===== src/rtl/serial_paralelo_rx_if.sv =====
// serial_paralelo_rx_if: serial input and aligned byte outputs of one receive lane
interface serial_paralelo_rx_if;
  logic       data_in;
  logic [7:0] data_out;
  logic       valid_out;
  logic       byte_strobe;
  logic       active;
  modport master (output data_in, input data_out, valid_out, byte_strobe, active);
  modport slave (input data_in, output data_out, valid_out, byte_strobe, active);
endinterface


===== src/rtl/serial_paralelo_rx.sv =====
// serial_paralelo_rx: single-lane deserializer that aligns on a comma run and then
// delivers aligned data bytes with a valid flag.
module serial_paralelo_rx #(
  parameter logic [7:0] COMMA    = 8'hBC,
  parameter int         BC_COUNT = 4
) (
  input logic                clk_32f,
  input logic                reset,
  serial_paralelo_rx_if.slave bus
);
  typedef enum logic [1:0] {ST_HUNT, ST_ALIGN, ST_ACTIVE} state_t;
  localparam logic [2:0] BC_LIM = 3'(BC_COUNT);
  state_t     r_state, w_next;
  logic [7:0] r_sh, r_data;
  logic [2:0] r_bit_cnt, r_bc_cnt;
  logic       r_valid, r_strobe, r_active;
  logic       w_comma, w_eval;
  assign w_comma = r_sh == COMMA;
  assign w_eval  = r_bit_cnt == 3'd0 && r_state != ST_HUNT;
  always_ff @(posedge clk_32f or negedge reset)
    if (!reset) r_state <= ST_HUNT;
    else        r_state <= w_next;
  // An unknown compare result falls through the if, so X on the line cannot move HUNT.
  always_comb begin
    w_next = r_state;
    if (r_state == ST_HUNT) begin
      if (w_comma) w_next = (BC_COUNT == 1) ? ST_ACTIVE : ST_ALIGN;
    end else if (r_state == ST_ALIGN && w_eval) begin
      if (!w_comma) w_next = ST_HUNT;
      else if (r_bc_cnt + 3'd1 == BC_LIM) w_next = ST_ACTIVE;
    end
  end
  always_ff @(posedge clk_32f or negedge reset)
    if (!reset) begin
      r_sh      <= '0;
      r_bit_cnt <= '0;
      r_bc_cnt  <= '0;
      r_data    <= '0;
      r_valid   <= 1'b0;
      r_strobe  <= 1'b0;
      r_active  <= 1'b0;
    end else begin
      r_sh      <= {r_sh[6:0], bus.data_in};
      r_bit_cnt <= (w_next == ST_HUNT) ? 3'd0 : r_bit_cnt + 3'd1;
      r_bc_cnt  <= (w_next == ST_HUNT) ? 3'd0 :
                   (r_state == ST_HUNT) ? 3'd1 :
                   (w_eval && w_comma && r_bc_cnt != BC_LIM) ? r_bc_cnt + 3'd1 : r_bc_cnt;
      r_strobe  <= w_eval;
      r_active  <= r_active | (w_next == ST_ACTIVE);
      if (r_state == ST_ACTIVE && w_eval) begin
        r_valid <= !w_comma;
        if (!w_comma) r_data <= r_sh;
      end
    end
  assign bus.data_out    = r_data;
  assign bus.valid_out   = r_valid;
  assign bus.byte_strobe = r_strobe;
  assign bus.active      = r_active;
endmodule


===== src/flat_wrapper.sv =====
// flat-port wrapper written by rule: the top's interface ports become plain ports
module serial_paralelo_rx_flat 
#(
  parameter logic [7:0] COMMA    = 8'hBC,
  parameter int         BC_COUNT = 4
)
  (clk_32f, reset, bus_data_in, bus_data_out, bus_valid_out, bus_byte_strobe, bus_active);
  serial_paralelo_rx_if bus_i ();
  input logic clk_32f;
  input logic reset;
  input wire logic [$bits(bus_i.data_in)-1:0] bus_data_in;
  output wire logic [$bits(bus_i.data_out)-1:0] bus_data_out;
  output wire logic [$bits(bus_i.valid_out)-1:0] bus_valid_out;
  output wire logic [$bits(bus_i.byte_strobe)-1:0] bus_byte_strobe;
  output wire logic [$bits(bus_i.active)-1:0] bus_active;
  assign bus_i.data_in = bus_data_in;
  assign bus_data_out = bus_i.data_out;
  assign bus_valid_out = bus_i.valid_out;
  assign bus_byte_strobe = bus_i.byte_strobe;
  assign bus_active = bus_i.active;
  serial_paralelo_rx #(.COMMA(COMMA), .BC_COUNT(BC_COUNT)) u_core (.clk_32f(clk_32f), .reset(reset), .bus(bus_i));
endmodule

===== config.mk =====
export PLATFORM = sky130hd
export DESIGN_NAME = serial_paralelo_rx_flat
export DESIGN_NICKNAME = d
export VERILOG_FILES = /design/src/rtl/serial_paralelo_rx_if.sv /design/src/rtl/serial_paralelo_rx.sv /design/src/flat_wrapper.sv
export SDC_FILE = /design/constraint.sdc
export NUM_CORES = 1
export LEC_CHECK = 0
export BUFFER_PORTS_ARGS = -buffer_cell sky130_fd_sc_hd__buf_4
export CORE_MARGIN = 4
export CORE_UTILIZATION = 49
export CTS_CLUSTER_SIZE = 10
export DETAILED_ROUTE_END_ITERATION = 7
export PLACE_DENSITY = 0.69
export SETUP_SLACK_MARGIN = 0.05
export SYNTH_ARGS = -nofsm -noshare
export SYNTH_HDL_FRONTEND = slang
export SYNTH_SLANG_ARGS = --single-unit

===== constraint.sdc =====
create_clock -name clk_32f -period 3 [get_ports clk_32f]
set_clock_uncertainty 0.1 [all_clocks]
set_input_delay 0 -clock clk_32f [delete_from_list [all_inputs] [get_ports clk_32f]]
set_output_delay 0 -clock clk_32f [all_outputs]
set_load 0.02 [all_outputs]

==> Word level (Yosys, flattened, before mapping) <==
Index checks and enable logic that the tools add are counted.
Widths: inputs -> output; s select.
{ "word_totals": {"register_bits": 27, "inputBits": 3, "output_inout_bits": 11} }
{ "op_classes": {"add_sub_neg": 2, "eq_ne": 6, "mux": 9, "bitwise_logic": 2, "reduce_logical": 12} }
{ "ops": {"columns": ["op", "n"], "rows": [
  ["$mux 3", 4],
  ["$mux 2", 5],
  ["$eq 8x8->1 const B", 1],
  ["$add 3x1->3 const B", 2],
  ["$logic_and 1x1->1", 5],
  ["$eq 2x2->1 const B", 2],
  ["$logic_not 2->1", 2],
  ["$eq 3x3->1 const B", 1],
  ["$logic_not 3->1", 1],
  ["$ne 3x3->1 const B", 1],
  ["$reduce_bool 3->1", 1],
  ["$eq 2x1->1 const B", 1],
  ["$reduce_and 2->1", 1],
  ["$reduce_bool 2->1", 1],
  ["$logic_not 1->1", 1],
  ["$not 1->1", 1],
  ["$or 1x1->1", 1]
]} }

==> Depth between registers and ports, before layout <==
{ "depth": {"depth_word": 8, "depth_mapped": 6, "mapped_depth_nobuf": 6} }

==> Least setup slack after synthesis <==
Ideal clock, no wire load.
{ "synth_timing": {"path_kind": "register to register", "start": "register u_core.r_sh[5]", "end": "register u_core.r_data[0], in the netlist u_core.bus.data_out[0]", "arrival_ns": 1.541, "t_required_ns": 2.775, "setup_slack_ns": 1.234, "stages_incl_launch_ff": 6, "n_path_buf": 1, "period_less_slack_ns": 1.766, "path_cell_list": "dfrtp_1 and4b_1 and2_4 or3_1 buf_6 mux2_4"} }
{ "synth_between": {"elab_chain_len": 3} }
{ "synth_rtl": {"columns": ["item", "line", "source"], "rows": [
  ["start: declaration", "serial_paralelo_rx.sv:14", "logic [7:0] r_sh, r_data;"],
  ["start signal: assignment", "serial_paralelo_rx.sv:43", "r_sh <= {r_sh[6:0], bus.data_in};"],
  ["$eq 8x8->1", "serial_paralelo_rx.sv:18", "assign w_comma = r_sh == COMMA;"],
  ["$not 1->1 (no source line)", null, null],
  ["$reduce_and 2->1 (no source line)", null, null],
  ["end signal: assignment", "serial_paralelo_rx.sv:52", "if (!w_comma) r_data <= r_sh;"],
  ["end: declaration", "serial_paralelo_rx.sv:14", null]
]} }
Every way passes these cells.
A chain may end at the register's enable or synchronous reset.

==> Final worst setup path <==
Ends and elaborated chain as after synthesis.

==> out/results.ini <==
[drt]
drtIter0Drc=1
ant_nets=0
drt_first_pass_iters=4
wire_per_inst_um=13.4
drc=0
totalWireLength_um=1710
vias_per_cell=5.19
vias=664

[final_layout]
nets=110
area_delta_synth_final_pct=17.2
final_common_cell=dfrtp_1
diodes=0
final_cells=128
nFillCells=159
drive_gt1_frac=0.257
mostFrequentLayoutCells=dfrtp_1, buf_4, mux2_4, inv_1, ha_1
final_area_um2=1300

[power]
p_int_uw=431
comb_power_share=0.027
clkPwrFrac=0.301
p_sw_frac=0.225
ir_drop_mv=0.325
pwr-share-seq=0.672
p_leak_nw=0.688
power_uw=556
p_switching_uw=125
power_density_nw_per_um2=426

[worst_setup_path]
required_ns=3.14
cpMaxStageDelayCell=or3_1
crit_fanout=9
arrival_ns=2.14
cp_cell_sequence=and4b_1 -> and2_4 -> or3_1 -> mux2_4
path_class=flip-flop to flip-flop
cp-end-kind=flip-flop
crit_family=simple AND/OR/NAND/NOR gates
start_kind=flip-flop
path_buf_inv=0
crit_path_max_incr_delay_ns=0.60

[timing]
post-route-min-period_ns=2.00
fin_setup_tns_ns=0
finalSetupViolCount=0
final-max-slew-violation-count=0
hold_viol_final=0
finalCritPeriodShare=0.667
worst_pin_slew_ns=0.803
max_freq_ghz=0.500
relSlewSlack=0.462
rsz0062_at_grt=no

[clock_network]
h-tree-depth=1
post_cts_buffers=0
cts-root-buf=clkbuf_4
clock_latency_ns=0.33
cts_buffers=3
hold_buffers=4
clk_path_buf_depth=2
cts-resized-gates=0
cts_tree=done
clock-sinks=27
cts.clk_slew.worst_paths_ns=0.15

[logic_synthesis]
yosys_warnings=0
syn_inst=81
synth_area_um2=1110
synth_cell_types=25
yosysSeqAreaShare=0.607
synth-seq-cells=27
syn_avg_cell_area_um2=13.7
syn_nets=89

[place]
placed_cell_area_um2=1230
io_buffer_count=13
gp_congestion=0.721
place_hpwl_um=1170
placedCellCount=120

[floorplan]
start_util=0.539
ios=14
coreArea_um2=2060
fp.dieH_um=55.6
die_w_um=55.6
core.rowCount=16
die-area_um2=3100

[global_route]
globalRoute.totalOverflow=0
antenna_found_initial=0
track_usage=0.123
grt_max_degree=18
grt_pass1_vias=672
grt_pass1_wl_um=3030

[job]
max-cap-violations=0

[hold_path]
hp-class=primary input to flip-flop

[status]
status=completed

metal layers:
layer	up-vias	part of all wire	GRT usage
li1	320	-	-
met1	327	0.47	0.165
met2	12	0.46	0.186
met3	5	0.043	0.0255
met4	0	0.023	0.0625
met5	-	0	0
sequential cells by signal, indices dropped and copies added (netlist names):
name	flops
u_core.bus.data_out	8
u_core.r_sh	8
u_core.r_bc_cnt	3
u_core.r_bit_cnt	3
u_core.r_state	2
u_core.bus.active	1
u_core.bus.byte_strobe	1
u_core.bus.valid_out	1
final timing paths:
kind                                          endpoint  depth (start not counted)            from  slack (ns)
worst max register to register  u_core.bus.data_out[0]                          4  u_core.r_sh[5]         1.0
max in group asynchronous               u_core.r_sh[0]                          4           reset        1.01
worst max-delay path            u_core.bus.data_out[0]                          4  u_core.r_sh[5]         1.0
min in group asynchronous            u_core.bus.active                          3           reset        0.46
worst min register to register          u_core.r_sh[4]                          0  u_core.r_sh[3]        0.31
worst min-delay path                    u_core.r_sh[0]                          2     bus_data_in        0.20
final cells by class:
type | instances | area (um^2) | share of cell area
multi-input cells | 47 | 403 | 0.309
clock inverters | 1 | 8.76 | 0.00672
inverters | 6 | 22.5 | 0.0173
clock buffers | 3 | 22.5 | 0.0173
repair buffers | 17 | 138 | 0.106
well taps | 27 | 33.8 | 0.0259
flip-flops and latches | 27 | 676 | 0.518
worst reg2reg max path: cells and delay by family (launching register included):
kind | cells | cell delay (ns)
multiplexers | 1 | 0.38
flip-flops | 1 | 0.42
AND/OR/NAND/NOR | 3 | 1.01
synthesized netlist by cell type (all sizes together):
library cell  number  area share
nor2               4       0.013
dfrtp             27        0.61
o21ai              4       0.018
xnor2              2       0.016
a21boi             1      0.0068
nand2              3       0.010
buf                1       0.010
nor3               1      0.0045
o31ai              1      0.0068
xor2               1      0.0079
nand2b             2       0.011
mux2i              1      0.0090
a211oi             2       0.013
o21bai             1      0.0068
nand4              2       0.011
and4b              1      0.0090
nand4b             1      0.0079
or3                1      0.0056
a21oi              1      0.0045
ha                 5       0.056
and4bb             1       0.011
nor2b              3       0.017
mux2               8        0.11
inv                6       0.020
and2               1      0.0079
cell families after synthesis:
| logic type | Yosys count | synth area share |
|---|---|---|
| buf+inv | 7 | 0.0304 |
| simple gates | 20 | 0.109 |
| xor+xnor | 3 | 0.0236 |
| compound gates | 10 | 0.0562 |
| flops | 27 | 0.607 |
| mux | 9 | 0.117 |
| fa+ha+maj | 5 | 0.0562 |
power groups by stage:
| stage | Sequential, mW | Combinational [mW] | Clock, mW |
|---|---|---|---|
| floorplan | 0.379 | 0.00208 | 0 |
| global placement | 0.380 | 0.0112 | 0 |
| detailed placement | 0.380 | 0.0115 | 0 |
| CTS | 0.374 | 0.0157 | 0.172 |
| global route | 0.375 | 0.0176 | 0.190 |
| finish | 0.373 | 0.0150 | 0.167 |
stage by stage:
stage                     setup slack, ns  utilization  hold WS [ns]
final                               0.999        0.632         0.201
after global routing                0.763        0.632         0.193
after CTS                           0.961        0.632         0.193
after detailed placement             1.01        0.598        -0.173
after global placement               1.03        0.598        -0.177
after floorplan                      1.23            -        -0.396
Note: power is estimated with default switching activity, not from simulation.
